--- config.mk ---
export PLATFORM = sky130hd
export DESIGN_NAME = stage_sequencer
export DESIGN_NICKNAME = d
export VERILOG_FILES = /design/src/rtl/stage_seq_pkg.sv /design/src/rtl/seq_timer.sv /design/src/rtl/stage_sequencer.sv
export SDC_FILE = /design/constraint.sdc
export NUM_CORES = 1
export LEC_CHECK = 0
export CELL_PAD_IN_SITES_DETAIL_PLACEMENT = 1
export CELL_PAD_IN_SITES_GLOBAL_PLACEMENT = 1
export CORE_UTILIZATION = 36
export DETAILED_ROUTE_END_ITERATION = 12
export GPL_TIMING_DRIVEN = 0
export PLACE_DENSITY = 0.72
export SLEW_MARGIN = 20
export SYNTH_ARGS = -nofsm -noshare
export SYNTH_HDL_FRONTEND = slang
export SYNTH_SLANG_ARGS = --single-unit
--- constraint.sdc ---
create_clock -name clk -period 2.1 [get_ports clk]
set_input_delay 0.21 -clock clk [delete_from_list [all_inputs] [get_ports clk]]
set_output_delay 0.21 -clock clk [all_outputs]
set_load 0.02 [all_outputs]
--- src/rtl/stage_seq_pkg.sv ---
// stage_seq_pkg
//   Shared types and width helpers for the stage sequencer.
//   state_t       : FSM state encoding
//   idx_w(n)      : bits needed to hold values 0..n-1 (minimum 1)
//   max_u(a, b)   : larger of two unsigned values
package stage_seq_pkg;

  typedef enum logic [2:0] {
    IDLE  = 3'd0,
    PULSE = 3'd1,
    WAIT  = 3'd2,
    FIN   = 3'd3,
    ERR   = 3'd4
  } state_t;

  function automatic int unsigned idx_w(input int unsigned n);
    return (n <= 1) ? 1 : $clog2(n);
  endfunction

  function automatic int unsigned max_u(input int unsigned a, input int unsigned b);
    return (a > b) ? a : b;
  endfunction

endpackage

--- src/rtl/seq_timer.sv ---
// seq_timer
//   Loadable down-counter with zero flag. One instance serves both the
//   control-pulse width and the completion timeout.
//   i_clk      : clock
//   i_rst      : synchronous active-high reset
//   i_load     : load i_load_val (has priority over decrement)
//   i_load_val : value to load; the count reaches zero i_load_val cycles later
//   i_dec      : decrement enable; saturates at zero
//   o_zero     : count is zero
module seq_timer #(
  parameter int unsigned W = 4
) (
  input  logic         i_clk,
  input  logic         i_rst,
  input  logic         i_load,
  input  logic [W-1:0] i_load_val,
  input  logic         i_dec,
  output logic         o_zero
);

  logic [W-1:0] r_cnt;

  always_ff @(posedge i_clk) begin
    if (i_rst) begin
      r_cnt <= '0;
    end else if (i_load) begin
      r_cnt <= i_load_val;
    end else if (i_dec && (r_cnt != '0)) begin
      r_cnt <= r_cnt - 1'b1;
    end
  end

  assign o_zero = (r_cnt == '0);

endmodule

--- src/rtl/stage_sequencer.sv ---
// stage_sequencer
//   Fires a chain of stage blocks in order. Each stage gets a fixed-width
//   one-hot control pulse, then the sequencer waits for that stage's done.
//   A timeout re-pulses the same stage until the retry budget is spent.
//
//   state | meaning
//   IDLE  | waiting for start
//   PULSE | stage_ctrl[cur_stage] high, PULSE_CYC cycles
//   WAIT  | waiting for stage_done[cur_stage], TIMEOUT cycles max
//   FIN   | all stages done; done pulse issued on exit
//   ERR   | retries exhausted; error set on exit
//
//   clk, rst   : clock, synchronous active-high reset
//   start      : begin a sequence at stage 0 (ignored unless idle)
//   stage_done : per-stage completion; only the current index is looked at
//   stage_ctrl : one-hot control pulse to the current stage
//   busy       : sequence in flight
//   done       : one-cycle pulse, all stages completed
//   error      : sticky retry-exhaustion flag
//   cur_stage  : active stage index (holds when idle)
//   retry_cnt  : retries used on the current stage
module stage_sequencer
  import stage_seq_pkg::*;
#(
  parameter int unsigned N_STAGES  = 4,
  parameter int unsigned PULSE_CYC = 3,
  parameter int unsigned TIMEOUT   = 16,
  parameter int unsigned MAX_RETRY = 3,
  localparam int unsigned CW = idx_w(N_STAGES),
  localparam int unsigned RW = idx_w(MAX_RETRY + 1)
) (
  input  logic                clk,
  input  logic                rst,
  input  logic                start,
  input  logic [N_STAGES-1:0] stage_done,
  output logic [N_STAGES-1:0] stage_ctrl,
  output logic                busy,
  output logic                done,
  output logic                error,
  output logic [CW-1:0]       cur_stage,
  output logic [RW-1:0]       retry_cnt
);

  localparam int unsigned TW = idx_w(max_u(PULSE_CYC, TIMEOUT));
  localparam logic [TW-1:0] L_PULSE = TW'(PULSE_CYC - 1);
  localparam logic [TW-1:0] L_WAIT  = TW'(TIMEOUT - 1);
  localparam logic [N_STAGES-1:0] ONE = N_STAGES'(1);
  localparam logic [CW-1:0] LAST   = CW'(N_STAGES - 1);
  localparam logic [RW-1:0] MR     = RW'(MAX_RETRY);

  state_t              r_state;
  logic [N_STAGES-1:0] r_stage_ctrl;
  logic                r_busy;
  logic                r_done;
  logic                r_error;
  logic [CW-1:0]       r_cur;
  logic [RW-1:0]       r_retry;
  logic                r_done_seen;

  logic          w_tmr_zero;
  logic          w_accept;
  logic          w_pulse_end;
  logic          w_hit;
  logic          w_next_stage;
  logic          w_fin;
  logic          w_expire;
  logic          w_retry;
  logic          w_err;
  logic          w_load;
  logic [TW-1:0] w_load_val;
  logic          w_dec;

  // Decisions shared by the FSM and the timer. A completion (live or
  // latched during PULSE) masks expiry, so done wins a same-cycle tie.
  assign w_accept     = (r_state == IDLE) && start;
  assign w_pulse_end  = (r_state == PULSE) && w_tmr_zero;
  assign w_hit        = (r_state == WAIT) && (stage_done[r_cur] || r_done_seen);
  assign w_next_stage = w_hit && (r_cur != LAST);
  assign w_fin        = w_hit && (r_cur == LAST);
  assign w_expire     = (r_state == WAIT) && !w_hit && w_tmr_zero;
  assign w_retry      = w_expire && (r_retry < MR);
  assign w_err        = w_expire && (r_retry >= MR);

  assign w_load     = w_accept || w_pulse_end || w_next_stage || w_retry;
  assign w_load_val = w_pulse_end ? L_WAIT : L_PULSE;
  assign w_dec      = (r_state == PULSE) || (r_state == WAIT);

  seq_timer #(
    .W (TW)
  ) u_timer (
    .i_clk      (clk),
    .i_rst      (rst),
    .i_load     (w_load),
    .i_load_val (w_load_val),
    .i_dec      (w_dec),
    .o_zero     (w_tmr_zero)
  );

  always_ff @(posedge clk) begin
    if (rst) begin
      r_state      <= IDLE;
      r_stage_ctrl <= '0;
      r_busy       <= 1'b0;
      r_done       <= 1'b0;
      r_error      <= 1'b0;
      r_cur        <= '0;
      r_retry      <= '0;
      r_done_seen  <= 1'b0;
    end else begin
      r_done <= 1'b0;
      case (r_state)
        IDLE: begin
          if (w_accept) begin
            r_state      <= PULSE;
            r_stage_ctrl <= ONE;
            r_busy       <= 1'b1;
            r_error      <= 1'b0;
            r_cur        <= '0;
            r_retry      <= '0;
            r_done_seen  <= 1'b0;
          end
        end
        PULSE: begin
          // A stage that finishes while still being pulsed must not be lost.
          if (stage_done[r_cur]) begin
            r_done_seen <= 1'b1;
          end
          if (w_pulse_end) begin
            r_state      <= WAIT;
            r_stage_ctrl <= '0;
          end
        end
        WAIT: begin
          if (w_next_stage) begin
            r_state      <= PULSE;
            r_cur        <= r_cur + 1'b1;
            r_retry      <= '0;
            r_stage_ctrl <= ONE << (r_cur + 1'b1);
            r_done_seen  <= 1'b0;
          end else if (w_fin) begin
            r_state     <= FIN;
            r_done_seen <= 1'b0;
          end else if (w_retry) begin
            r_state      <= PULSE;
            r_retry      <= r_retry + 1'b1;
            r_stage_ctrl <= ONE << r_cur;
            r_done_seen  <= 1'b0;
          end else if (w_err) begin
            r_state <= ERR;
          end
        end
        FIN: begin
          r_state <= IDLE;
          r_done  <= 1'b1;
          r_busy  <= 1'b0;
        end
        ERR: begin
          r_state <= IDLE;
          r_error <= 1'b1;
          r_busy  <= 1'b0;
        end
        default: begin
          r_state      <= IDLE;
          r_stage_ctrl <= '0;
          r_busy       <= 1'b0;
        end
      endcase
    end
  end

  assign stage_ctrl = r_stage_ctrl;
  assign busy       = r_busy;
  assign done       = r_done;
  assign error      = r_error;
  assign cur_stage  = r_cur;
  assign retry_cnt  = r_retry;

endmodule

==> reports/results.env <==
POSTSYNTH.ASYNCRESETSHARE_PCT=0
CRITICAL_PATH.MAX_FANOUT=7
MAX_SLEW.WORST_PIN.SLEW_PS=606
MAX_CAP_VIOL_COUNT=0
LAYOUT_COMMONEST_CELL='sky130_fd_sc_hd__dfxtp_1'
NETLIST_INSTANCES=122
INITIAL_STANDARD_CELL_UTILIZATION_OF_THE_CORE_PCT=39.2
SYNTH.AVG_CELL_AREA_SQ_UM=9.17
YOSYSWARNINGS=0
STARTPOINT_TYPE='flip-flop'
PWR-SHARE-COMB_PCT=50.9
GLOBALROUTEMET3UTIL_PCT=5.13
HIGHEST_COUNT_CELLS_IN_THE_LAYOUT_IGNORING_FILL_AND_TAPS='sky130_fd_sc_hd__dfxtp_1, sky130_fd_sc_hd__clkdlybuf4s50_1, sky130_fd_sc_hd__nor2_1, sky130_fd_sc_hd__nand2_1'
ROUTED-VIA-COUNT=1012
FINISH.UTILIZATION_PCT=48.8
NUMCTSBUFFERS=3
DRT_PASS1_ITERATIONS=7
FINAL.MIN_CLOCK_PERIOD_PS=2050
SYNTH-EDFF-COUNT=0
MAXIMUM_CLOCK_SKEW_AT_FINAL_LAYOUT_PS=1.69
FINALWIRELENGTH_MM=2.95
DRIVE_ABOVE_1_SHARE_PCT=19.9
SW_FRAC_OF_TOTAL_PCT=41.7
MAX-CLOCK-PATH-BUFFERS=2
ACHIEVABLE-FREQUENCY_GHz=0.487
CLKSLEWWORSTSETUPHOLDPATHS_PS=110
DRT-VIAS-PER-INSTANCE=5.72
GRT_FIRST_PASS_WIRELENGTH_MM=4.89
SYNTH_SEQ_AREA_SHARE_PCT=34.0
SEQ_POWER_SHARE_PCT=34.8
NETLIST.AREA_LEADER.SHARE_PCT=34.0
HOLD_CLASS='flip-flop to flip-flop'
PEAKVDDDROP_mV=0.523
DRC_ERRORS=1
MULTIINPUTGATEAREA_SQ_UM=687
TRITONCTS='done'
P_CLK_SHARE_PCT=14.2
YS_TOP_CELLS_BY_AREA='sky130_fd_sc_hd__dfxtp_1, sky130_fd_sc_hd__nor2_1, sky130_fd_sc_hd__ha_1'
SYNTH_FLOP_CELL='sky130_fd_sc_hd__dfxtp_1'
POWER_DENSITY_nW_PER_UM2=997
COREAREA_SQ_UM=2850
GRT_UTIL_MET2_PCT=37.4
PLACED_INSTANCES=170
FLOORPLAN.IO_PINS=18
REGAREA_SQ_UM=384
GR-USAGE-MET1_PCT=20.2
COUNT_OF_HOLD_FIX_BUFFERS_INSERTED_AT_CTS=0
YS_FF_LATCH=19
DETAILEDROUTE.FIRSTITERATIONVIOLATIONS=15
POWER.NET_SWITCHING_mW=0.579
TOTALNEGATIVESETUPSLACK_PS=0
INSERTION_DELAY_PS=300
LAYOUTNONFILLERINSTCOUNT=177
DIEWIDTH_UM=57.7
FIN_NETS=157
DIE_AREA_SQ_UM=3330
TIMING.CRITICAL_PATH.ARRIVAL_PS=2260
DETAIL_ROUTE.WL_PER_CELL_UM=16.7
FIRST_GLOBAL_VIAS=1130
ROUTABILITYCONGESTION=0.724
CELLLEAKAGEPOWER_nW=0.506
RUN_STATUS='complete, but fails checks'
SYN_TO_FINAL_GROWTH_PCT=24.5
POST_SYNTH_NUM_CELL_TYPES=50
SYN-NUM-NETS=132
CORE.ROWCOUNT=19
CRIT_TYPE='flip-flop to flip-flop'
DP_HPWL_MM=2.23
GLOBAL_ROUTE.OVERFLOW_TOTAL=0
GRT_USAGE_PCT=19.2
SETUP_VIOLATIONS=0
GRT_ANTENNA_BEFORE_REPAIR=0
FINALHOLDVIOLCOUNT=0
GRT_MAX_DEGREE=11
CTS_HTREE_LEVELS=1
PORT_BUFFERS=17
DIEHEIGHT_UM=57.7
SHARE_OF_THE_CLOCK_PERIOD_USED_BY_THE_WORST_PATH_AFTER_LAYOUT_PCT=97.8
NFILLCELLS=344
TIMING.MAX_SLEW.REL_SLACK_PCT=59.0
ROUTE.ANTENNA.REMAINING_NETS=0
CP_ENDPOINT_KIND='flip-flop'
SYNTHDOMINANTAREACELLTYPE='sky130_fd_sc_hd__dfxtp_1'
VIOLATIONS_IN_THE_FINAL_REPORTS='design-rule violations'
GLOBALROUTE.BUSIESTLAYER='met2'
N_ANTENNA_CELL=0
CLOCK_SINKS=19
SUM_OF_INTERNAL_SWITCHING_AND_LEAKAGE_POWER_mW=1.39
TIMING.FINAL.MAX_SLEW_VIOLATIONS=0
POST_SYNTHESIS_CELL_AREA_SQ_UM=1120
CTS_ROOT_BUF='sky130_fd_sc_hd__clkbuf_4'
CP.REQUIRED_PS=2310
INTERNAL-POWER_mW=0.810
what timing repair did:
| action | in CTS | in global routing |
|---|---|---|
| setup buffers | 1 | 2 |
| endpoints found under the setup margin | 8 | 9 |
| gates resized for setup | 2 | 3 |
per-stage QoR:
stage | area (sq um) | setup slack, ps | hold WS, ps
after global placement | 1330 | -56.7 | 448
after CTS | 1370 | 30.3 | 484
after global routing | 1390 | -7.32 | 500
after detailed placement | 1330 | -171 | 460
final | 1390 | 46.1 | 481
after floorplan | 1120 | 7.06 | 380
final cells by class:
cell class / instances / area share, %
multi-input cells: 91 / 49.3
flip-flops and latches: 19 / 27.6
repair buffers: 20 / 14.1
plain buffers: 7 / 2.96
well taps: 31 / 2.79
clock buffers: 4 / 1.89
inverters: 5 / 1.35
per-layer routing:
layer  wire [um]  vias to the layer above
met3          85                        4
met2        1600                       12
met5           0                        -
li1            -                      501
met1        1230                      495
met4          35                        0
final timing paths:
check                        startpoint                         end  slack (ps)  cells past startpoint
max           cur_stage[1]$_SDFFE_PP0P_  stage_ctrl[2]$_SDFFE_PP0P_          50                      6
min          stage_ctrl[3]$_SDFFE_PP0P_  stage_ctrl[3]$_SDFFE_PP0P_         480                      1
max reg2reg   cur_stage[1]$_SDFFE_PP0P_  stage_ctrl[2]$_SDFFE_PP0P_          50                      6
min reg2reg  stage_ctrl[3]$_SDFFE_PP0P_  stage_ctrl[3]$_SDFFE_PP0P_         480                      1
flip-flops by register name (all words and copies together) (netlist names), 2 cells and up:
name and cells:
cur_stage 2, r_state 3, retry_cnt 2, stage_ctrl 4
u_timer.r_cnt 4
critical path: stages (launching register included):
cell	delay, ps
sky130_fd_sc_hd__dfxtp_4	390
sky130_fd_sc_hd__ha_2	200
sky130_fd_sc_hd__or4b_4	490
sky130_fd_sc_hd__a221oi_4	230
sky130_fd_sc_hd__buf_6	150
sky130_fd_sc_hd__mux2_4	310
sky130_fd_sc_hd__a22o_1	180
synthesized netlist by cell type, types with 2 or more instances:
cell type                    n
sky130_fd_sc_hd__mux2i_1     3
sky130_fd_sc_hd__a21oi_1     5
sky130_fd_sc_hd__a22oi_1     4
sky130_fd_sc_hd__xnor2_1     3
sky130_fd_sc_hd__nor4b_1     2
sky130_fd_sc_hd__nor2_1     13
sky130_fd_sc_hd__nor3_1      5
sky130_fd_sc_hd__inv_1       3
sky130_fd_sc_hd__nor2b_1     2
sky130_fd_sc_hd__dfxtp_1    19
sky130_fd_sc_hd__o2bb2ai_1   3
sky130_fd_sc_hd__clkbuf_1    2
sky130_fd_sc_hd__o21ai_0     3
sky130_fd_sc_hd__inv_2       2
sky130_fd_sc_hd__nand2_1     6
sky130_fd_sc_hd__ha_1        3
sky130_fd_sc_hd__nand3_1     2
sky130_fd_sc_hd__nor3b_1     3
sky130_fd_sc_hd__nand2b_1    3
sky130_fd_sc_hd__o31ai_1     4
sky130_fd_sc_hd__buf_2       3
power groups by stage:
stage	registers, mW	logic [mW]	clock network [mW]
2_1_floorplan	0.500	0.496	0
3_3_place_gp	0.486	0.653	0
3_5_place_dp	0.491	0.689	0
4_1_cts	0.485	0.697	0.203
5_1_grt	0.491	0.777	0.216
6_report	0.484	0.707	0.197
logic make-up after synthesis:
| group | count (synthesis) | share of synthesized area, % |
|---|---|---|
| xor+xnor | 3 | 2.35 |
| mux | 6 | 6.26 |
| fa+ha+maj | 3 | 3.36 |
| buf+inv | 12 | 5.37 |
| flops | 19 | 34.0 |
| compound gates | 32 | 24.6 |
| simple gates | 47 | 24.1 |
No activity file was read; power rests on OpenSTA's default activity.
